--- src/rtl/vx_tlb_miss_arb.sv ---
// ---------------------------------------------------------------------------
// vx_tlb_miss_arb
//
// Shares one page-table walker among the TLB banks of a single TLB. Pending
// misses are granted round-robin, one walk is in flight at a time, and the
// walk result goes back to the missing bank as an update (or as a one-cycle
// page-fault pulse). After its update/fault completes, a bank is held off for
// HOLDOFF cycles so the bank's own update-write latency cannot trigger a
// redundant re-walk of the same VPN.
//
// Optional feature macro: VX_TLB_ARB_PERF_EN adds saturating perf counters.
//
// Ports:
//   clk, reset           clock, asynchronous active-high reset
//   miss_valid/vpn/ready per-bank miss requests, one-hot combinational grant
//   ptw_req_*            walk request to the PTW (valid/ready)
//   ptw_rsp_*            walk result from the PTW (valid/ready, ppn, fault)
//   upd_valid/vpn/ppn    one-hot update strobe with shared data, upd_ready in
//   fault_valid/vpn/bank single-cycle page-fault report
//   perf_walks/stalls    (VX_TLB_ARB_PERF_EN only) walk and stall counters
// ---------------------------------------------------------------------------
`ifndef XLEN
`define XLEN 32
`endif

module vx_tlb_miss_arb #(
  parameter int NUM_BANKS = 4,
  parameter int VPN_WIDTH = `XLEN - 12,
  parameter int HOLDOFF   = 2,
  localparam int BANK_W   = (NUM_BANKS > 1) ? $clog2(NUM_BANKS) : 1
) (
  input  logic                           clk,
  input  logic                           reset,
  input  logic [NUM_BANKS-1:0]           miss_valid,
  input  logic [NUM_BANKS*VPN_WIDTH-1:0] miss_vpn,
  output logic [NUM_BANKS-1:0]           miss_ready,
  output logic                           ptw_req_valid,
  output logic [VPN_WIDTH-1:0]           ptw_req_vpn,
  input  logic                           ptw_req_ready,
  input  logic                           ptw_rsp_valid,
  input  logic [VPN_WIDTH-1:0]           ptw_rsp_ppn,
  input  logic                           ptw_rsp_fault,
  output logic                           ptw_rsp_ready,
  output logic [NUM_BANKS-1:0]           upd_valid,
  output logic [VPN_WIDTH-1:0]           upd_vpn,
  output logic [VPN_WIDTH-1:0]           upd_ppn,
  input  logic [NUM_BANKS-1:0]           upd_ready,
  output logic                           fault_valid,
  output logic [VPN_WIDTH-1:0]           fault_vpn,
  output logic [BANK_W-1:0]              fault_bank
`ifdef VX_TLB_ARB_PERF_EN
  ,
  output logic [31:0]                    perf_walks,
  output logic [31:0]                    perf_stalls
`endif
);

  localparam int HOLD_W = $clog2(HOLDOFF + 1);
  localparam int CNT_W  = BANK_W + 1;
  localparam logic [NUM_BANKS-1:0] BANK_ONE  = NUM_BANKS'(1);
  localparam logic [CNT_W-1:0]     BANK_CNT  = CNT_W'(NUM_BANKS);
  localparam logic [HOLD_W-1:0]    HOLD_LOAD = HOLD_W'(HOLDOFF);

  typedef enum logic [2:0] {
    IDLE = 3'd0,
    REQ  = 3'd1,
    RSP  = 3'd2,
    UPD  = 3'd3,
    FLT  = 3'd4
  } state_t;

  state_t                 state_r, state_next_s;
  logic [BANK_W-1:0]      rr_ptr_r, bank_r, winner_s, rr_next_s, bank_next_s;
  logic [VPN_WIDTH-1:0]   vpn_r, ppn_r, winner_vpn_s;
  logic [HOLD_W-1:0]      holdoff_r [NUM_BANKS];
  logic [NUM_BANKS-1:0]   hold_active_s, eligible_s, miss_ready_s, upd_valid_r;
  logic [CNT_W-1:0]       cand_s, inc_s;
  logic                   found_s, hit_s, fire_s;
  logic                   req_fire_s, rsp_fire_s, upd_fire_s, done_s;
  logic                   req_valid_r, rsp_ready_r, fault_valid_r;

  // Eligibility: a live miss from a bank that is not in its holdoff window.
  always_comb begin
    hold_active_s = '0;
    for (int b = 0; b < NUM_BANKS; b++) begin
      hold_active_s[b] = (holdoff_r[b] != '0);
    end
    eligible_s = miss_valid & ~hold_active_s;
  end

  // Round-robin pick: scan from rr_ptr upward (wrapping), first eligible wins.
  always_comb begin
    found_s  = 1'b0;
    hit_s    = 1'b0;
    winner_s = '0;
    cand_s   = '0;
    for (int i = 0; i < NUM_BANKS; i++) begin
      cand_s   = {1'b0, rr_ptr_r} + CNT_W'(i);
      cand_s   = (cand_s >= BANK_CNT) ? (cand_s - BANK_CNT) : cand_s;
      hit_s    = !found_s && eligible_s[cand_s[BANK_W-1:0]];
      winner_s = hit_s ? cand_s[BANK_W-1:0] : winner_s;
      found_s  = found_s | hit_s;
    end
  end

  // Winner's VPN (AND-OR mux) and the pointer value just past the winner.
  always_comb begin
    winner_vpn_s = '0;
    for (int b = 0; b < NUM_BANKS; b++) begin
      winner_vpn_s = winner_vpn_s |
        ((winner_s == BANK_W'(b)) ? miss_vpn[b*VPN_WIDTH +: VPN_WIDTH] : '0);
    end
    inc_s     = {1'b0, winner_s} + CNT_W'(1);
    rr_next_s = (inc_s >= BANK_CNT) ? '0 : inc_s[BANK_W-1:0];
  end

  // Handshake fires; the grant is suppressed while reset is held.
  always_comb begin
    miss_ready_s = (state_r == IDLE && found_s && !reset) ? (BANK_ONE << winner_s) : '0;
    fire_s       = |miss_ready_s;
    req_fire_s   = (state_r == REQ) && ptw_req_ready;
    rsp_fire_s   = (state_r == RSP) && ptw_rsp_valid;
    upd_fire_s   = (state_r == UPD) && upd_ready[bank_r];
    done_s       = upd_fire_s || (state_r == FLT);
    bank_next_s  = fire_s ? winner_s : bank_r;
  end

  // Next-state logic of the walk FSM.
  always_comb begin
    state_next_s = state_r;
    case (state_r)
      IDLE: state_next_s = fire_s ? REQ : IDLE;
      REQ:  state_next_s = ptw_req_ready ? RSP : REQ;
      RSP: begin
        if (ptw_rsp_valid) begin
          state_next_s = ptw_rsp_fault ? FLT : UPD;
        end else begin
          state_next_s = RSP;
        end
      end
      UPD:  state_next_s = upd_fire_s ? IDLE : UPD;
      FLT:  state_next_s = IDLE;
      default: state_next_s = IDLE;
    endcase
  end

  // FSM state, latched walk context and round-robin pointer.
  always_ff @(posedge clk or posedge reset) begin
    if (reset) begin
      state_r  <= IDLE;
      rr_ptr_r <= '0;
      bank_r   <= '0;
      vpn_r    <= '0;
      ppn_r    <= '0;
    end else begin
      state_r <= state_next_s;
      if (fire_s) begin
        rr_ptr_r <= rr_next_s;
        bank_r   <= winner_s;
        vpn_r    <= winner_vpn_s;
      end else begin
        rr_ptr_r <= rr_ptr_r;
        bank_r   <= bank_r;
        vpn_r    <= vpn_r;
      end
      ppn_r <= (rsp_fire_s && !ptw_rsp_fault) ? ptw_rsp_ppn : ppn_r;
    end
  end

  // Per-state strobes registered from the next state so outputs are flop-driven.
  always_ff @(posedge clk or posedge reset) begin
    if (reset) begin
      req_valid_r   <= 1'b0;
      rsp_ready_r   <= 1'b0;
      fault_valid_r <= 1'b0;
      upd_valid_r   <= '0;
    end else begin
      req_valid_r   <= (state_next_s == REQ);
      rsp_ready_r   <= (state_next_s == RSP);
      fault_valid_r <= (state_next_s == FLT);
      upd_valid_r   <= (state_next_s == UPD) ? (BANK_ONE << bank_next_s) : '0;
    end
  end

  // Holdoff down-counters, reloaded when the bank's update or fault completes.
  always_ff @(posedge clk or posedge reset) begin
    if (reset) begin
      for (int b = 0; b < NUM_BANKS; b++) begin
        holdoff_r[b] <= '0;
      end
    end else begin
      for (int b = 0; b < NUM_BANKS; b++) begin
        if (done_s && bank_r == BANK_W'(b)) begin
          holdoff_r[b] <= HOLD_LOAD;
        end else if (holdoff_r[b] != '0) begin
          holdoff_r[b] <= holdoff_r[b] - HOLD_W'(1);
        end else begin
          holdoff_r[b] <= holdoff_r[b];
        end
      end
    end
  end

`ifdef VX_TLB_ARB_PERF_EN
  // Saturating walk and stall counters.
  always_ff @(posedge clk or posedge reset) begin
    if (reset) begin
      perf_walks  <= 32'd0;
      perf_stalls <= 32'd0;
    end else begin
      perf_walks  <= (req_fire_s && perf_walks != 32'hFFFF_FFFF) ?
                     perf_walks + 32'd1 : perf_walks;
      perf_stalls <= ((|miss_valid) && !fire_s && perf_stalls != 32'hFFFF_FFFF) ?
                     perf_stalls + 32'd1 : perf_stalls;
    end
  end
`endif

  assign miss_ready    = miss_ready_s;
  assign ptw_req_valid = req_valid_r;
  assign ptw_req_vpn   = vpn_r;
  assign ptw_rsp_ready = rsp_ready_r;
  assign upd_valid     = upd_valid_r;
  assign upd_vpn       = vpn_r;
  assign upd_ppn       = ppn_r;
  assign fault_valid   = fault_valid_r;
  assign fault_vpn     = vpn_r;
  assign fault_bank    = bank_r;

endmodule

--- config.mk ---
export PLATFORM = sky130hd
export DESIGN_NAME = vx_tlb_miss_arb
export DESIGN_NICKNAME = d
export VERILOG_FILES = /design/src/rtl/vx_tlb_miss_arb.sv
export SDC_FILE = /design/constraint.sdc
export NUM_CORES = 1
export LEC_CHECK = 0
export CORE_UTILIZATION = 30
export CTS_BUF_LIST = sky130_fd_sc_hd__clkbuf_16
export CTS_CLUSTER_DIAMETER = 40
export DETAILED_ROUTE_END_ITERATION = 7
export GPL_TIMING_DRIVEN = 0
export MAX_ROUTING_LAYER = met4
export PLACE_DENSITY = 0.65
export SETUP_SLACK_MARGIN = 0.4
export SLEW_MARGIN = 20
export SYNTH_ARGS = -nofsm -noshare
export SYNTH_HDL_FRONTEND = slang
export SYNTH_SLANG_ARGS = --single-unit
--- constraint.sdc ---
create_clock -name clk -period 3.15 [get_ports clk]
set_clock_uncertainty 0.05 [all_clocks]
set_input_delay 0.63 -clock clk [delete_from_list [all_inputs] [get_ports clk]]
set_output_delay 0.63 -clock clk [all_outputs]
set_load 0.05 [all_outputs]
==> summary.log, run 1 <==
qor: setup_path.worst_setup_path_end_kind output pin
qor: yosys.yosys.area_share.xor_xnor 1.05%
qor: yosys.combinational_family_with_the_most_area_after_synthesis compound AO/OA/AOI/OAI gates
qor: global_route.grt_first_pass_wirelength 18.2 mm
qor: sta.timing.final.setup_violations 0
qor: placed_design.gpl.final_weighted_congestion 0.868
qor: power.sequential_fraction_of_design_power 17.5%
qor: setup_path.setup.reg_to_reg.worst_slack 0.43 ns
qor: die.io_pins 206
qor: yosys.synth_compound_area_share 17.8%
qor: power.leakage_power_figure 0.00274 uW
qor: power.power_density 1300 nW/um^2
qor: global_route.grtUsageTotal 21.3%
qor: global_route.grt_max_degree 33
qor: routing.route.final.wire_length 12.2 mm
qor: setup_path.rr_startpoint holdoff_r[0]$_DFFE_PP0P_
qor: cells_and_area.final_core_utilization 60.6%
qor: clock_network.latest_clock_arrival_within_the_worst_skew_pair 0.32 ns
qor: setup_path.criticalPathCategory flip-flop to output pin
qor: run_status.status finished, final reports clean
qor: setup_path.element_type_at_the_critical_path_start flip-flop
qor: hold_path.hold_class input port to async pin
qor: cells_and_area.drive_gt1_share 31.6%
qor: global_route.first_global_vias 3488
qor: clock_network.cts.sinks 62
qor: routing.drt_drc_violations_left 0
qor: placed_design.postPlaceCellArea 5600 um^2
qor: yosys.post_synth_num_cell_types 42
qor: routing.postRouteAntennaNets 0
qor: yosys.ys.flop_type dfrtp_1
qor: die.start_util 30.8%
qor: routing.num_vias 3403
qor: global_route.grt_antenna_before_repair 0
qor: clock_network.cts.root.buffer_cell clkbuf_16
qor: die.die_area 11500 um^2
qor: global_route.grt-ovfl-total 0
qor: clock_network.numCtsBuffers 9
qor: setup_path.worst-endpoint-arrival 2.18 ns
qor: sta.maximum_operating_frequency 350 MHz
qor: job.max_cap_violations 0
qor: sta.hold_violations 0
qor: clock_network.clock_tree.htree_level_count 3
qor: yosys.number_of_synthesized_flops_with_an_enable_pin 0
qor: yosys.yosys_warnings 0
qor: die.die_width 107 um
qor: yosys.synthesis.area 3340 um^2
qor: sta.grt_setup_unrepaired true
qor: yosys.synth.net_count 435
qor: routing.post_drt_via_cell_ratio 4.80
qor: die.fp-row-count 38
qor: yosys.synth_async_sr_flop_share 100%
qor: power.switching_power 4120 uW
qor: clock_network.cts-hold-fix-buffers 0
qor: power.clock_power_share 12.6%
qor: sta.max_slew.worst_pin.slew 0.592 ns
qor: sta.setup_tns 0 ns
qor: routing.drt_iter0_drc 111
qor: placed_design.dpl.cell_count 660
qor: clock_network.path_clk_slew 0.06 ns
qor: placed_design.port_buffers 205
qor: sta.drv_slew 0
qor: power.ir_drop 0.753 mV
qor: yosys.synth.ff_latch_count 62
qor: clock_network.tritoncts built
qor: power.pwr-share-comb 69.9%
qor: setup_path.crit_path_max_fanout 4
qor: cells_and_area.post-route-cell-area 6570 um^2
qor: setup_path.worstRegToRegCells 15
qor: yosys.synthesis.instances 314
qor: power.internal_power 4410 uW
qor: cells_and_area.nets_final 685
qor: clock_network.max-clock-path-buffers 2
qor: sta.final.min_clock_period 2.86 ns
qor: die.fp.dieH 107 um
qor: yosys.syn-mean-instance-area 10.6 um^2
qor: yosys.synth_area_in_adders 3.00%
qor: sta.slew_headroom 60.5%
qor: cells_and_area.areaGrowthSynthToFinish 96.8%
qor: sta.period_share 90.8%
qor: routing.drt-pass1-iter-count 4
qor: yosys.synthSimpleGateAreaFrac 9.60%
qor: die.core_footprint 10800 um^2
qor: cells_and_area.antennaDiodeCount 0
qor: setup_path.cp.required 2.47 ns
qor: cells_and_area.stdcell_count 709
qor: placed_design.place.detailed.hpwl 8.74 mm
qor: power.switching_share 48.3%
qor: yosys.portion_of_netlist_area_occupied_by_mux_cells 8.74%
qor: setup_path.regToRegEndpoint fault_vpn[12]$_DFFE_PP0N_
qor: routing.wire_per_inst 17.2 um
qor: yosys.part_of_the_yosys_area_used_for_sequential_elements 46.5%
flip-flops by register name, summed over array words and instances (netlist names):
name / count
fault_bank: 2
fault_valid: 1
fault_vpn: 20
holdoff_r: 8
ptw_req_valid: 1
ptw_rsp_ready: 1
rr_ptr_r: 2
state_r: 3
upd_ppn: 20
upd_valid: 4
cell type report:
type	instances	area, um^2
fill	933	4270
timing repair buffer	239	2380
multi-input combinational	182	1590
sequential	62	1550
buffer	56	494
clock buffer	9	225
tap	140	175
clock inverter	7	98.8
inverter	14	55.1
critical path, stage by stage, from the launching register on:
cell,delay [ns]
dfrtp_1,0.39
inv_2,0.07
ha_4,0.13
nand2_2,0.06
o21bai_4,0.18
a211oi_4,0.31
buf_4,0.17
ha_4,0.14
clkbuf_16,0.12
and2_4,0.14
buf_8,0.14
how the worst max path moves through the flow:
stage	cells after the start	end	start
6_report	10	miss_ready[3]	holdoff_r[0]$_DFFE_PP0P_
5_1_grt	10	miss_ready[3]	holdoff_r[0]$_DFFE_PP0P_
4_1_cts	10	miss_ready[3]	holdoff_r[5]$_DFFE_PP0P_
3_5_place_dp	8	miss_ready[0]	miss_valid[1]
3_3_place_gp	8	miss_ready[0]	miss_valid[1]
2_1_floorplan	8	miss_ready[3]	holdoff_r[0]$_DFFE_PP0P_
logic make-up after synthesis:
| kind of cell | count (synthesis) |
|---|---|
| adders and majority gates | 8 |
| muxes | 25 |
| buffers and inverters | 70 |
| DFF | 62 |
| AOI/OAI and AO/OA | 80 |
| xor gates and xnor gates | 4 |
| and+or+nand+nor | 65 |
power by group through the flow:
stage          registers, uW  clock network [uW]  logic (uW)
6_report                1490                1070        5960
5_1_grt                 1550                1120        6270
4_1_cts                 1490                1090        5710
3_5_place_dp            1490                   0        5140
3_3_place_gp            1470                   0        5080
2_1_floorplan           2410                   0        2530
synthesized netlist by cell type, types with 2 or more instances:
library cell	n	area share, %
buf_2	4	0.60
buf_6	3	1.0
ha_1	8	3.0
o221ai_1	2	0.53
clkbuf_1	8	0.90
dfrtp_1	62	47
nand2_1	8	0.90
a31oi_1	21	3.9
nor2_1	34	3.8
inv_1	14	1.6
mux2_2	23	7.8
xor2_1	4	1.1
o21ai_0	2	0.30
a22oi_1	41	9.2
nor3_1	3	0.45
buf_4	41	9.2
a21oi_1	4	0.60
and2_1	7	1.3
a211oi_1	2	0.45
layer usage:
layer / track usage (%) / wire length, um
met2: 37.9 / 6230
met4: 8.12 / 299
met1: 23.6 / 4930
met3: 3.75 / 738
met5: - / 0
cell usage in the layout (no fill, tap or decap), drive strengths merged, types with 2 or more instances in the layout:
cell type      instances
clkdlybuf4s50        196
bufinv                 2
dfrtp                 62
mux2                  23
o21ai                  2
a211oi                 2
xor2                   4
buf                   84
nor2                  34
inv                   14
a21oi                  4
a31oi                 22
and2                   7
ha                     8
o221ai                 2
dlygate4sd2            5
clkbuf                19
clkinv                 4
nand2                  8
nor3                   3
a22oi                 41
stage by stage:
step                      hold WS, ns  total power (uW)  setup slack, ns
after floorplan                 0.409              4940            0.397
after global placement          0.423              6550            -1.25
after detailed placement        0.430              6630            -1.28
after CTS                       0.458              8290            0.312
final                           0.446              8530            0.291
after global routing            0.478              8950            0.200
what timing repair did:
item                                    in CTS  in global routing
pin swaps                                   12                  7
endpoints found under the hold margin        0                  0
buffers inserted                            22                  8
gates resized for setup                     95                 31
endpoints found under the setup margin      31                 31
gates cloned                                 0                  3
Power figures use the tool's default switching activity.
==> run 2: changes to the inputs <==
--- a/config.mk
+++ b/config.mk
@@ -5,13 +5,14 @@
 export SDC_FILE = /design/constraint.sdc
 export NUM_CORES = 1
 export LEC_CHECK = 0
-export CORE_UTILIZATION = 30
+export CAP_MARGIN = 40
+export CORE_UTILIZATION = 37
 export CTS_BUF_LIST = sky130_fd_sc_hd__clkbuf_16
 export CTS_CLUSTER_DIAMETER = 40
 export DETAILED_ROUTE_END_ITERATION = 7
 export GPL_TIMING_DRIVEN = 0
 export MAX_ROUTING_LAYER = met4
-export PLACE_DENSITY = 0.65
+export PLACE_DENSITY = 0.78
 export SETUP_SLACK_MARGIN = 0.4
 export SLEW_MARGIN = 20
 export SYNTH_ARGS = -nofsm -noshare
==> run 2 against run 1 <==
Maximum frequency rose by 0.26%. Sequential cell count did not move. Highest routed layer unchanged. Cell count fell by 4.8%.
==> summary.log, run 2 (synthesis gave the netlist of run 1 again) <==
qor: placed_design.pre_cts_ws -1.18 ns [+0.103 ns]
qor: sta.timing.final.setup_violations 0 [unchanged]
qor: setup_path.crit_path_max_fanout 4 [unchanged]
qor: placed_design.gpl.final_weighted_congestion 0.886 [+2.0%]
qor: die.die_area 9400 um^2 [-19%]
qor: power.ir_drop 0.637 mV [-15%]
qor: die.fp-row-count 34 [-11%]
qor: sta.drv_slew 0 [unchanged]
qor: routing.drt_drc_violations_left 0 [unchanged]
qor: hold_path.hold_class flip-flop to flip-flop
qor: placed_design.place.detailed.hpwl 8.38 mm [-4.1%]
qor: clock_network.cts-hold-fix-buffers 0 [unchanged]
qor: setup_path.rr_startpoint holdoff_r[0]$_DFFE_PP0P_
qor: routing.postRouteAntennaNets 0 [unchanged]
qor: setup_path.worstRegToRegCells 13 [-2]
qor: sta.max_slew.worst_pin.slew 0.598 ns [+0.00581 ns]
qor: setup_path.setup.worst_path.start holdoff_r[6]$_DFFE_PP0P_
qor: sta.setup_tns 0 ns [unchanged]
qor: routing.num_vias 3364 [-1.1%]
qor: setup_path.crit_path_end miss_ready[2]
qor: cells_and_area.most-common-layout-cells clkdlybuf4s50_1 (197), buf_4 (67), dfrtp_1 (61)
qor: sta.grt_setup_unrepaired true
qor: cells_and_area.nets_final 683 [-0.29%]
qor: power.power_density 1300 nW/um^2 [about the same]
qor: placed_design.postPlaceCellArea 5560 um^2 [-0.58%]
qor: power.fin_total_pwr 8450 uW [-0.97%]
qor: placed_design.port_buffers 205 [unchanged]
qor: cells_and_area.antennaDiodeCount 0 [unchanged]
qor: global_route.first_global_vias 3569 [+2.3%]
qor: power.leakage_power_figure 0.00271 uW [-0.90%]
qor: clock_network.clock_tree.htree_level_count 3 [unchanged]
qor: setup_path.timing.critical_path.cells inv_2 -> ha_4 -> nand3_2 -> and3b_2 -> o22ai_4 -> inv_2 -> ha_4 -> clkbuf_16 -> and2_4 -> buf_8
qor: setup_path.worst_setup_path_end_kind output pin
qor: die.die_width 97.0 um [-9.8%]
qor: global_route.grt-ovfl-total 0 [unchanged]
qor: global_route.grt_max_degree 46 [+39%]
qor: setup_path.worst-endpoint-arrival 2.17 ns [about the same]
qor: setup_path.element_type_at_the_critical_path_start flip-flop
qor: sta.setup_ws 0.299 ns [+0.00747 ns]
qor: sta.slew_headroom 60.1% [-0.39 points]
qor: run_status.status finished, final reports clean
qor: routing.drt_iter0_drc 93 [-16%]
qor: setup_path.cp.required 2.47 ns [about the same]
qor: sta.final.min_clock_period 2.85 ns [-0.00747 ns]
qor: clock_network.latest_clock_arrival_within_the_worst_skew_pair 0.32 ns [about the same]
qor: clock_network.max-clock-path-buffers 2 [unchanged]
qor: setup_path.criticalPathCategory flip-flop to output pin
qor: setup_path.regToRegEndpoint ptw_rsp_ready$_DFF_PP0_
qor: global_route.grtUsageTotal 25.6% [+4.3 points]
qor: clock_network.numCtsBuffers 9 [unchanged]
qor: setup_path.crit_path_max_incr_delay 0.39 ns [about the same]
qor: sta.hold_violations 0 [unchanged]
qor: setup_path.crit_slowest_cell dfrtp_1
qor: clock_network.cts.root.buffer_cell clkbuf_16
qor: clock_network.cts.sinks 62 [unchanged]
qor: die.io_pins 206 [unchanged]
qor: die.core_footprint 8720 um^2 [-20%]
qor: die.start_util 38.2% [+7.5 points]
qor: global_route.grt_antenna_before_repair 0 [unchanged]
qor: cells_and_area.drive_gt1_share 31.2% [-0.42 points]
qor: routing.drt-pass1-iter-count 4 [unchanged]
qor: clock_network.path_clk_slew 0.06 ns [about the same]
qor: routing.post_drt_via_cell_ratio 4.98 [+3.8%]
qor: cells_and_area.areaGrowthSynthToFinish 94.9%
qor: sta.maximum_operating_frequency 351 MHz [+0.26%]
qor: setup_path.setup.reg_to_reg.worst_slack 0.35 ns [-0.08 ns]
qor: clock_network.tritoncts built
qor: routing.wire_per_inst 17.8 um [+3.3%]
qor: cells_and_area.final_core_utilization 74.5% [+14 points]
qor: sta.period_share 90.5% [-0.24 points]
qor: cells_and_area.layout.cells.most_common clkdlybuf4s50_1
qor: cells_and_area.post-route-cell-area 6500 um^2 [-0.99%]
qor: global_route.grt_first_pass_wirelength 18.6 mm [+1.8%]
qor: routing.route.final.wire_length 12.0 mm [-1.7%]
qor: die.fp.dieH 97.0 um [-9.8%]
qor: job.max_cap_violations 0 [unchanged]
==> run 2: cell types whose count changed in the layout (fill, tap and decap cells not counted), moves of 2 or more <==
cell and change:
inv_6 +3, buf_6 -2, dlygate4sd2_1 -2, inv_1 -2
inv_2 +2
==> run 2: final cells by class <==
cell class                 instances  area, um^2
timing repair buffer             237        2370
fill                             618        2220
multi-input combinational        182        1590
sequential                        62        1550
buffer                            56         492
clock buffer                       9         225
tap                              108         135
clock inverter                     7        78.8
inverter                          14        55.1
==> run 2: repair_timing <==
action	in CTS	in global routing
cloned	0	3
buffers inserted	22	6
pin swaps	14	11
gates resized for setup	99	26
setup endpoints to repair	31	29
==> run 2: report_power, final <==
| group | internal, uW | total, uW | switching [uW] |
|---|---|---|---|
| clock network | 622 | 1000 | 379 |
| logic | 2530 | 5940 | 3410 |
| registers | 1170 | 1510 | 337 |
==> run 2: worst min path at each step <==
stage                                   startpoint                       end  slack (ns)  cells after the start
after global placement    holdoff_r[5]$_DFFE_PP0P_  holdoff_r[5]$_DFFE_PP0P_        0.42                      2
after global routing        upd_ppn[8]$_DFFE_PP0P_    upd_ppn[8]$_DFFE_PP0P_        0.47                      1
after detailed placement  holdoff_r[7]$_DFFE_PP0P_  holdoff_r[7]$_DFFE_PP0P_        0.44                      1
final                       upd_ppn[3]$_DFFE_PP0P_    upd_ppn[3]$_DFFE_PP0P_        0.46                      1
after floorplan           holdoff_r[3]$_DFFE_PP0P_  holdoff_r[3]$_DFFE_PP0P_        0.41                      2
after CTS                   upd_ppn[3]$_DFFE_PP0P_    upd_ppn[3]$_DFFE_PP0P_        0.46                      1
==> run 2: worst max-delay path, delay by kind of cell, from the launching register on <==
family	cells	cell delay [ns]
compound gates	1	0.24
fa+ha+maj	2	0.32
buf+inv	4	0.45
flops	1	0.39
simple gates	3	0.45
==> run 2: metal layers <==
layer	vias up	wire length, um	share of wire, %	GRT usage (%)
met1	1615	4680	39	28.5
li1	1599	-	-	-
met3	8	789	6.6	5.71
met2	142	6410	54	46.5
met4	0	108	0.90	5.51
met5	-	0	0	-
==> run 2: through the flow <==
stage	hold WS [ns]	instances
6_report	0.458	675
5_1_grt	0.473	675
4_1_cts	0.462	666
3_5_place_dp	0.439	628
3_3_place_gp	0.422	627
2_1_floorplan	0.409	314
==> run 3: changes to the inputs <==
==> constraint.sdc (replaced) <==
create_clock -name clk -period 3.15 [get_ports clk]
set_clock_uncertainty 0.05 [all_clocks]
set_input_delay 0.63 -clock clk [delete_from_list [all_inputs] [get_ports clk]]
set_output_delay 0.63 -clock clk [all_outputs]
set_load 0.1 [all_outputs]
==> run 3 against run 2 <==
The run now fails in global routing (5_1_grt). Synthesized cell count stayed put. Synthesized area stayed put.
==> summary.log, run 3 <==
qor: placed_design.place.detailed.hpwl 12.0 mm [+44%]
qor: die.fp-row-count 34 [unchanged]
qor: yosys.synth_commonest_cells dfrtp_1 (62), a22oi_1 (41), buf_4 (41)
qor: sta.grt_worst_setup_endpoint miss_ready[0]
qor: die.fp.dieH 97.0 um [unchanged]
qor: yosys.ys.flop_type dfrtp_1
qor: placed_design.gpl.final_weighted_congestion 0.857 [-3.2%]
qor: yosys.post_synth_num_cell_types 42 [unchanged]
qor: yosys.synthesis.area 3340 um^2 [unchanged]
qor: yosys.synth.ff_latch_count 62 [unchanged]
qor: run_status.toolErrorMsg [ERROR GRT-0232] Routing congestion too high. Check the congestion heatmap in the GUI.
qor: global_route.grt-ovfl-total 48
qor: clock_network.cts.root.buffer_cell clkbuf_16
qor: global_route.grt_antenna_before_repair 3
qor: yosys.synth_top_cell_by_area dfrtp_1
qor: yosys.synth_async_sr_flop_share 100% [unchanged]
qor: global_route.grt_max_degree 34
qor: placed_design.dpl.cell_count 721 [+15%]
qor: yosys.post-synth-top-count-cell dfrtp_1
qor: clock_network.cts-hold-fix-buffers 0 [unchanged]
qor: clock_network.clock_tree.htree_level_count 3 [unchanged]
qor: yosys.post-synth-top-area-fraction 46.5% [unchanged]
qor: global_route.grtUsageTotal 72.3%
qor: yosys.part_of_the_yosys_area_used_for_sequential_elements 46.5% [unchanged]
qor: yosys.syn-mean-instance-area 10.6 um^2 [unchanged]
qor: clock_network.cts.sinks 62 [unchanged]
qor: die.io_pins 206 [unchanged]
qor: die.die_width 97.0 um [unchanged]
qor: run_status.status stopped before the end
qor: yosys.synth_top_cells_by_area dfrtp_1 (47%), a22oi_1 (9.2%), buf_4 (9.2%)
qor: run_status.flow.stopped_at global routing (5_1_grt)
qor: clock_network.numCtsBuffers 9 [unchanged]
qor: clock_network.max-clock-path-buffers 2 [unchanged]
qor: placed_design.pre_cts_ws -0.972 ns [+0.208 ns]
qor: sta.worst_endpoint_kind top-level output
qor: yosys.synth.net_count 435 [unchanged]
qor: yosys.yosys_warnings 0 [unchanged]
qor: yosys.number_of_synthesized_flops_with_an_enable_pin 0 [unchanged]
qor: placed_design.port_buffers 205 [unchanged]
qor: die.start_util 38.2% [unchanged]
qor: yosys.synthesis.instances 314 [unchanged]
## run 3: cell counts after synthesis
No cell type changed its count.
## run 3: timing repair
| action | in CTS |
|---|---|
| pin swaps | 15 |
| endpoints found under the setup margin | 31 |
| buffers inserted | 32 |
| gates resized for setup | 75 |
| gates cloned | 3 |
## run 3: cell families after synthesis
group | share of synthesized area [%]
AOI/OAI and AO/OA | 17.8
and+or+nand+nor | 9.60
DFF | 46.5
buffers and inverters | 13.3
xor gates and xnor gates | 1.05
muxes | 8.74
adders and majority gates | 3.00
## run 3: per-layer routing
metal  GRT overflow  track usage, %
met1              0            68.3
met2             22            94.4
met3              0            42.8
met4             26            82.1
met5              -               -
## run 3: through the flow
stage / TNS [ns] / hold slack (ns) / cell area (um^2)
4_1_cts: 0 / 0.439 / 7910
3_5_place_dp: -10.11 / 0.433 / 7060
2_1_floorplan: 0 / 0.409 / 3350
3_3_place_gp: -24.02 / 0.422 / 5540
==> run 4: changes to the inputs <==
--- a/config.mk
+++ b/config.mk
@@ -7,13 +7,9 @@
 export LEC_CHECK = 0
 export CAP_MARGIN = 40
 export CORE_UTILIZATION = 37
-export CTS_BUF_LIST = sky130_fd_sc_hd__clkbuf_16
-export CTS_CLUSTER_DIAMETER = 40
 export DETAILED_ROUTE_END_ITERATION = 7
 export GPL_TIMING_DRIVEN = 0
-export MAX_ROUTING_LAYER = met4
-export PLACE_DENSITY = 0.78
-export SETUP_SLACK_MARGIN = 0.4
+export PLACE_DENSITY_LB_ADDON = 0.15
 export SLEW_MARGIN = 20
 export SYNTH_ARGS = -nofsm -noshare
 export SYNTH_HDL_FRONTEND = slang
==> run 4 against run 3 <==
The flow now finishes without violations.
==> summary.log, run 4 (synthesis gave the netlist of run 1 again) <==
qor: run_status.status finished, final reports clean
qor: routing.postRouteAntennaNets 0
qor: global_route.grt_antenna_before_repair 0
qor: job.max_cap_violations 0
qor: routing.wire_per_inst 21.6 um
qor: setup_path.cp_top_family buffers and inverters
qor: die.core_footprint 8720 um^2
qor: cells_and_area.area_of_the_multi_input_gates 1440 um^2
qor: sta.grt_setup_unrepaired false
qor: global_route.grt_max_degree 39
qor: routing.drt-pass1-iter-count 7
qor: hold_path.hold_path_endpoint holdoff_r[5]$_DFFE_PP0P_
qor: setup_path.crit_path_max_fanout 6
qor: setup_path.worst_setup_path_end_kind output pin
qor: clock_network.cts.root.buffer_cell clkbuf_8
qor: global_route.grt_first_pass_wirelength 23.5 mm
qor: setup_path.criticalPathCategory input port to output pin
qor: cells_and_area.most-common-layout-cells clkdlybuf4s50_1 (198), buf_8 (80), dfrtp_1 (62)
qor: clock_network.max-clock-path-buffers 2 [unchanged]
qor: sta.setup_ws 0.0393 ns
qor: cells_and_area.layout.cells.most_common clkdlybuf4s50_1
qor: global_route.first_global_vias 4217
qor: clock_network.numCtsBuffers 9 [unchanged]
qor: die.die_width 97.0 um [unchanged]
qor: routing.num_vias 4099
qor: global_route.globalRouteMet1Util 33.9%
qor: sta.period_share 98.8%
qor: die.fp.dieH 97.0 um [unchanged]
qor: sta.hold_violations 0
qor: placed_design.port_buffers 205 [unchanged]
qor: sta.setup_tns 0 ns
qor: clock_network.path_clk_slew 0.06 ns
qor: sta.max_slew.worst_pin.slew 0.630 ns
qor: sta.fin_hold_ws 0.448 ns
qor: die.fp-row-count 34 [unchanged]
qor: setup_path.worstRegToRegCells 14
qor: sta.timing.final.setup_violations 0
qor: setup_path.element_type_at_the_critical_path_start input port
qor: clock_network.cts.sinks 62 [unchanged]
qor: die.start_util 38.2% [unchanged]
qor: routing.drt_iter0_drc 215
qor: cells_and_area.areaGrowthSynthToFinish 126%
qor: placed_design.gpl.final_weighted_congestion 0.816 [-4.8%]
qor: die.die_area 9400 um^2
qor: setup_path.rr_startpoint holdoff_r[6]$_DFFE_PP0P_
qor: hold_path.worst_hold_startpoint holdoff_r[5]$_DFFE_PP0P_
qor: setup_path.critPathBufInv 4
qor: hold_path.worstHoldPathCells 2
qor: clock_network.tritoncts built
qor: routing.drt_drc_violations_left 0
qor: global_route.global_route.usage.met3 7.44%
qor: global_route.grtUsageMet2 60.0%
qor: routing.route.final.wire_length 16.1 mm
qor: global_route.grt_most_used_layer met2
qor: setup_path.cp.required 2.47 ns
qor: setup_path.timing.critical_path.cells clkdlybuf4s50_1 -> nand2_2 -> and3b_1 -> o22ai_2 -> buf_6 -> ha_4 -> buf_8 -> and2_4 -> buf_16
qor: global_route.grt-ovfl-total 0
qor: sta.slew_headroom 58.0%
qor: setup_path.regToRegEndpoint fault_vpn[13]$_DFFE_PP0N_
qor: setup_path.crit_path_max_incr_delay 0.48 ns
qor: cells_and_area.fillerInstances 357
qor: global_route.grtUsageTotal 32.9%
qor: hold_path.hold_class flip-flop to flip-flop
qor: cells_and_area.nets_final 756
qor: placed_design.place.detailed.hpwl 11.9 mm [-1.5%]
qor: sta.drv_slew 0
qor: setup_path.crit_slowest_cell clkdlybuf4s50_1
qor: die.io_pins 206 [unchanged]
qor: sta.maximum_operating_frequency 321 MHz
qor: setup_path.setup.reg_to_reg.worst_slack 0.15 ns
qor: cells_and_area.drive_gt1_share 35.7%
qor: sta.final.min_clock_period 3.11 ns
qor: placed_design.pre_cts_ws -1.34 ns [-0.365 ns]
qor: clock_network.clock_tree.htree_level_count 3 [unchanged]
qor: cells_and_area.antennaDiodeCount 0
qor: cells_and_area.sequential_cell_area 1550 um^2
qor: setup_path.worst-endpoint-arrival 2.43 ns
qor: routing.post_drt_via_cell_ratio 5.49
qor: clock_network.latest_clock_arrival_within_the_worst_skew_pair 0.35 ns
## run 4: layout make-up
| class | count | area share (%) |
|---|---|---|
| Sequential cell | 62 | 20.6 |
| Buffer | 56 | 5.72 |
| Tap cell | 108 | 1.79 |
| Clock buffer | 11 | 2.01 |
| Timing Repair Buffer | 310 | 49.5 |
| Clock inverter | 3 | 0.597 |
| Inverter | 14 | 0.730 |
| Multi-Input combinational cell | 182 | 19.1 |
## run 4: layer usage
layer / up-vias / part of all wire [%]
met5: - / 0
met4: 0 / 6.3
met3: 82 / 8.3
met2: 304 / 53
met1: 1975 / 32
li1: 1738 / -
## run 4: worst min-delay path, cell delays in order, from the launching register on
cell	delay, ns
dfrtp_1	0.35
nand2_1	0.06
o221ai_1	0.06
## run 4: worst max-delay path by stage
stage               cells after the start  slack [ns]       endpoint                startpoint
floorplan                               9        0.04  miss_ready[2]  holdoff_r[6]$_DFFE_PP0P_
global placement                        8       -1.64  miss_ready[3]             miss_valid[3]
detailed placement                      9       -1.34  miss_ready[3]             miss_valid[3]
CTS                                    10       -0.08  miss_ready[1]             miss_valid[0]
global route                            9       0.001  miss_ready[0]             miss_valid[1]
finish                                  9        0.04  miss_ready[0]             miss_valid[1]
## run 4: what timing repair did
item	in CTS	in global routing
hold buffers	0	0
setup endpoints to repair	31	12
buffers inserted	8	7
resized for setup	24	22
pin swaps	4	5
## run 4: stage by stage
step                      area [um^2]  std cells  utilization (%)
after floorplan                  3340        314                -
after CTS                        7420        739             85.1
after detailed placement         7130        721             81.8
final                            7550        746             86.5
after global placement           5530        627             63.4
after global routing             7550        746             86.5
Power of run 4 is left out: the tool's default activity adds up to more than one toggle a clock period on the data nets, which glitch-free logic cannot reach.
